## src/rtl/router_pkg.sv

```systemverilog
// Shared types and constants for the router synchronizer.
package router_pkg;

  typedef logic [1:0] addr_t;

  localparam int unsigned NUM_FIFO     = 3;
  localparam int unsigned TIMEOUT      = 30;
  localparam int unsigned CNT_W        = 5;
  localparam addr_t       ADDR_INVALID = 2'b11;

endpackage

```

## src/rtl/router_sync_timer.sv

```systemverilog
// Per-FIFO stall timer: pulses soft_reset for one cycle after Timeout consecutive
// cycles in which the FIFO holds data but is not read.
module router_sync_timer
  import router_pkg::*;
#(
  parameter int unsigned Timeout = TIMEOUT
) (
  input  logic clock,
  input  logic resetn,
  input  logic vld,
  input  logic rd,
  output logic soft_reset
);

  logic [CNT_W-1:0] cnt_q, cnt_d;
  logic             soft_reset_q, soft_reset_d;

  always_comb begin
    cnt_d        = '0;
    soft_reset_d = 1'b0;
    if (vld && !rd) begin
      if (cnt_q == CNT_W'(Timeout - 1)) begin
        soft_reset_d = 1'b1;
      end else begin
        cnt_d = cnt_q + 1'b1;
      end
    end
  end

  always_ff @(posedge clock or negedge resetn) begin
    if (!resetn) begin
      cnt_q        <= '0;
      soft_reset_q <= 1'b0;
    end else begin
      cnt_q        <= cnt_d;
      soft_reset_q <= soft_reset_d;
    end
  end

  assign soft_reset = soft_reset_q;

endmodule

```

## src/rtl/router_sync.sv

```systemverilog
// Router synchronizer: latches packet address, steers writes, reports full/valid and
// (with ROUTER_SYNC_TIMEOUT_EN defined) issues per-FIFO soft resets on read stalls.
module router_sync
  import router_pkg::*;
(
  input  logic                clock,
  input  logic                resetn,
  input  logic                detect_add,
  input  logic                write_enb_reg,
  input  logic [NUM_FIFO-1:0] full,
  input  logic [NUM_FIFO-1:0] empty,
  input  logic [NUM_FIFO-1:0] read_enb,
  input  addr_t               din,
  output logic [NUM_FIFO-1:0] vld_out,
  output logic [NUM_FIFO-1:0] soft_reset,
  output logic [NUM_FIFO-1:0] write_enb,
  output logic                fifo_full
);

  addr_t addr_q, addr_d;

  always_comb begin
    addr_d = detect_add ? din : addr_q;
  end

  always_ff @(posedge clock or negedge resetn) begin
    if (!resetn) begin
      addr_q <= '0;
    end else begin
      addr_q <= addr_d;
    end
  end

  // Steering uses the registered address, so a capture takes effect the next cycle.
  always_comb begin
    write_enb = '0;
    fifo_full = 1'b0;
    if (addr_q != ADDR_INVALID) begin
      write_enb[addr_q] = write_enb_reg;
      fifo_full         = full[addr_q];
    end
  end

  assign vld_out = ~empty;

`ifdef ROUTER_SYNC_TIMEOUT_EN
  for (genvar g = 0; g < NUM_FIFO; g++) begin : g_timer
    router_sync_timer #(
      .Timeout(TIMEOUT)
    ) u_timer (
      .clock     (clock),
      .resetn    (resetn),
      .vld       (vld_out[g]),
      .rd        (read_enb[g]),
      .soft_reset(soft_reset[g])
    );
  end
`else
  logic unused_read_enb;
  assign unused_read_enb = ^read_enb;
  assign soft_reset      = '0;
`endif

endmodule

```

## config.mk

```make
export PLATFORM = sky130hd
export DESIGN_NAME = router_sync
export DESIGN_NICKNAME = d
export VERILOG_FILES = /design/src/rtl/router_pkg.sv /design/src/rtl/router_sync_timer.sv /design/src/rtl/router_sync.sv
export SDC_FILE = /design/constraint.sdc
export NUM_CORES = 1
export LEC_CHECK = 0
export ABC_AREA = 1
export BUFFER_PORTS_ARGS = -buffer_cell sky130_fd_sc_hd__buf_2
export CORE_AREA = 2 2 39 41
export DETAILED_ROUTE_END_ITERATION = 16
export DIE_AREA = 0 0 41 43
export MAX_ROUTING_LAYER = met4
export PLACE_DENSITY = 0.5
export SETUP_SLACK_MARGIN = 0.5
export SYNTH_ARGS = -nofsm -noshare
export SYNTH_HDL_FRONTEND = slang
export SYNTH_HIERARCHICAL = 1
export SYNTH_SLANG_ARGS = --single-unit
```

## constraint.sdc

```tcl
create_clock -name clock -period 0.8 [get_ports clock]
set_input_delay 0 -clock clock [delete_from_list [all_inputs] [get_ports clock]]
set_output_delay 0 -clock clock [all_outputs]
set_load 0.03 [all_outputs]
```

* After elaboration in Yosys (flattened, before gate mapping)
Cells that the tools add are included.
** Cells by class
- $lt $le $gt $ge :: 2
- Eq/ne operators :: 1
- Muxes and demuxes :: 6
- Bitwise gates (word level) :: 2
- Reductions and logical operators :: 1
** Operators with widths (count)
- bitwise AND 3 bit :: 1
- less-than comparator 2 x 3 -> 1 bit, second input constant :: 1
- two-way mux 1 bit :: 3
- two-way mux 3 bit :: 1
- inverter 3 bit :: 1
- binary-select mux 1 bit (select 2 bit) :: 1
- demux 1 bit (select 2 bit) :: 1
- >= comparator 2 x 1 -> 1 bit, second input constant :: 1
- inequality test 2 bit, second input constant :: 1
- logical AND 1 bit :: 1
** Storage, ports and cells
- Register bits :: 2
- Input bits :: 15
- Output and inout bits :: 10
- Word-level logic and storage cells :: 13

* Depth between registers and ports, before layout
- Depth after elaboration :: 6
- Mapped depth :: 4
- Depth with buffers taken out :: 4

* Least setup slack after synthesis
Ideal clock, no wire load.
- Path type :: reg2out
- From :: reg addr_q[1]
- To :: out write_enb[0]
- Data arrival time :: 1.116 ns
- Required time :: 0.800 ns
- Path slack :: -0.316 ns
- Stages on the path, launching flop included :: 2
- Path buffers :: 0
- Cells stage by stage :: dfrtp_1 > nor3_1
** Between the ends
- Longest elaborated chain between the ends :: 6
- Elaborated cells between the ends (all ways) :: 8
- Classes of those cells :: order compare (2); eq/ne (1); mux (3); bitwise (1); reduce/logical (1)
** Ends and longest elaborated chain
- from (decl) :: line router_sync.sv:20 : addr_t addr_q, addr_d;
- from (signal assigned) :: line router_sync.sv:30 : addr_q <= addr_d;
- less-than comparator 2 x 3 -> 1 bit (implied by the code) or >= comparator 2 x 1 -> 1 bit (tied branches) :: line router_sync.sv:39 : write_enb[addr_q] = write_enb_reg;
- logical AND 1 bit (implied by the code) :: line router_sync.sv:39
- two-way mux 1 bit (implied by the code) :: line router_sync.sv:39
- demux 1 bit (select 2 bit) :: line router_sync.sv:39
- bitwise AND 3 bit (no source line)
- two-way mux 3 bit (*) :: line router_sync.sv:38 : if (addr_q != ADDR_INVALID) begin
- to (decl) :: line router_sync.sv:16 : output logic [NUM_FIFO-1:0] write_enb,
Every way passes the cells marked *; elsewhere a longest branch is shown, timed or not.

* Final worst setup path
- From :: reg addr_q[1]
- To :: out fifo_full
** Between the ends
- Longest elaborated chain between the ends :: 3
- Elaborated cells between the ends (all ways) :: 4
- Classes of those cells :: eq/ne (1); mux (3)
** Ends and longest elaborated chain
- binary-select mux 1 bit (select 2 bit) :: line router_sync.sv:40 : fifo_full = full[addr_q];
- two-way mux 1 bit (implied by the code) :: line router_sync.sv:40
- two-way mux 1 bit (*) :: line router_sync.sv:38
- to (decl) :: line router_sync.sv:17 : output logic fifo_full
Every way passes the cells marked *; elsewhere a longest branch is shown, timed or not. The select of a mux whose other input is x is not followed.

==> flow_summary.yaml <==
layout:
  nets: 69
  fillers: 163
  diodes: 0
  final_area_sq_um: 422
  largest-register: "addr_q"
  largestRegisters: "addr_q x2"
  synthToLayoutAreaGrowth_pct: 137
  largest_reg_flops: 2
  final_cell_count_no_fill: 68
  drive_above_1_share_pct: 75.0
critical_path:
  worstPathCellList: "buf_4 > nand3_2 > nand2_2 > buf_6"
  rr_worst_depth: 4
  worst-path-stages: 4
  endpoint_kind: "output port"
  criticalPathCategory: "reg -> out"
  crit_path_max_fanout: 4
  cp-start-kind: "flip-flop"
  crit_arrival_ps: 1070
  cp_slowest_cell: "dfrtp_2"
  critPathBufInv: 2
  slowest_delay_ps: 450
  path_delay_family: "flip-flops"
  crit_required_ps: 800
  r2r_slack_ps: -140
placed_design:
  port_buffers: 18
  placed_cells: 61
  dp_hpwl_um: 390
  gp_congestion: 0.681
  placed_cell_area_sq_um: 317
clocking:
  root_buffer: "clkbuf_4"
  cts_tree: "yes"
  htree_levels: 1
  numCtsBuffers: 3
  clk_pin_slew_ps: 30
  holdBufCountCts: 1
  insertion_delay_ps: 230
  cts_buffer_depth: 2
  clock_sinks: 2
timing:
  setup_viol: 6
  fmax_ghz: 0.932
  rsz0062_at_grt: "true"
  setup_tns_ps: -1220
  worst_slack_ps: -273
  clock_skew_ps: 0
  hold_slack_ps: -20.1
  period_needed_ps: 1070
  slew_violations: 0
  hold_viol: 2
  finalCritPeriodShare_pct: 134
synth:
  syn_area_per_cell_sq_um: 6.83
  ys_seq_area_share_pct: 28.2
  synth_cell_type_count: 12
  synth_seq_cells: 2
  syn-cell-area_sq_um: 178
  syn_inst: 26
  yosysWarnings: 6
floorplanning:
  initial_core_util_pct: 12.8
  core_area_sq_um: 1380
  die_height_um: 43
  dieWidth_um: 41
  dieArea_sq_um: 1760
  num_rows: 14
  boundaryPins: 25
run_status:
  violations: "negative hold slack, negative setup slack"
  run_status: "finished with violations"
global_route:
  grt_max_degree: 5
  grt_pass1_vias: 243
  overflow: 0
  grt_pass1_wl_um: 869
  grt_use_total_pct: 7.94
  grt_antenna_before_repair: 0
route:
  detail-route-antenna-nets: 0
  drc_errors: 0
  wire_per_inst_um: 7.18
  viasPerCell: 3.47
  drt_pass1_iterations: 4
  initialDrtViolationCount: 1
  routed_wl_um: 488
  dr_total_vias: 236
power_and_ir_drop:
  power_density_nw_per_um2: 1470
  ir_drop_v: 0.000490
  p_leak_nw: 0.231
  p_total_w: 0.000620
hold_path:
  min_path_cells: 2
  hold_class: "in -> reg"
flow_run:
  maxCapViolations: 0
cells by family after synthesis:
family                 after synthesis  share of synthesized area, %
flip-flops                           2                          28.2
AO/OA/AOI/OAI                        2                          5.63
AND/OR/NAND/NOR                     10                          34.5
buffers and inverters               11                          29.6
other                                1                          2.11
final timing paths:
kind / from / end
setup / recovery: addr_q[1]$_DFFE_PN0P_ / fifo_full
hold / removal: detect_add / addr_q[0]$_DFFE_PN0P_
setup reg to reg: addr_q[0]$_DFFE_PN0P_ / addr_q[0]$_DFFE_PN0P_
hold reg to reg: addr_q[1]$_DFFE_PN0P_ / addr_q[1]$_DFFE_PN0P_
max in group asynchronous: resetn / addr_q[1]$_DFFE_PN0P_
min in group asynchronous: resetn / addr_q[0]$_DFFE_PN0P_
report_power, final:
part | internal, W | total (W) | switching, W
logic | 0.000121 | 0.000259 | 0.000138
clock network | 0.000166 | 0.000224 | 0.0000585
registers | 0.000113 | 0.000137 | 0.0000237
total | 0.000400 | 0.000620 | 0.000220
synthesized netlist by cell type, drive strengths merged:
cell type  number  area share, %
inv             8             17
nand2           5             12
buf             3             13
nor3            3             14
dfrtp           2             28
nand3           2            8.4
o21ai           2            5.6
conb            1            2.1
cell type report:
class	instances	area, sq um	area share (%)
Timing Repair Buffer	24	178	42.1
Multi-Input combinational cell	15	114	27.0
Sequential cell	2	52.6	12.5
Inverter	8	35.0	8.31
Clock buffer	3	22.5	5.34
Tap cell	16	20.0	4.75
repair_timing:
item / in CTS / in global routing
endpoints found under the hold margin: 4 / 2
buffers inserted: 0 / 3
pin swaps: 2 / 2
endpoints found under the setup margin: 9 / 8
resized for setup: 12 / 6
per-stage QoR:
| stage | hold slack (ps) | utilization [%] | setup WS [ps] |
|---|---|---|---|
| 2_1_floorplan | -296 | - | 13.8 |
| 3_3_place_gp | -213 | 22.9 | -84.8 |
| 3_5_place_dp | -213 | 22.9 | -91.5 |
| 4_1_cts | -28.0 | 27.8 | -280 |
| 5_1_grt | -8.65 | 30.5 | -329 |
| 6_report | -20.1 | 30.5 | -273 |
worst register-to-register path, delay by kind of cell, from the launching register on:
family / cells / cell delay, ps
buffers and inverters: 3 / 320
AO/OA/AOI/OAI: 1 / 100
flip-flops: 1 / 440
cells in the final DEF (no fill, tap or decap):
cell type and count:
buf_2 11, buf_6 6, buf_4 6, inv_1 4
nor3_4 3, nand2_1 3, conb_1 3, clkbuf_4 3
inv_4 2, inv_2 2, nand2_2 2, nand3_2 2
o21ai_1 2, dfrtp_2 2, dlygate4sd3_1 1
routing by layer:
metal,share of wire [%],global-route usage (%),up-vias
li1,-,-,123
met1,40,9.71,103
met2,51,9.06,10
met3,8.6,3.14,0
met4,0,8.00,0
met5,0,-,-
Note: power is estimated with default switching activity, not from simulation.
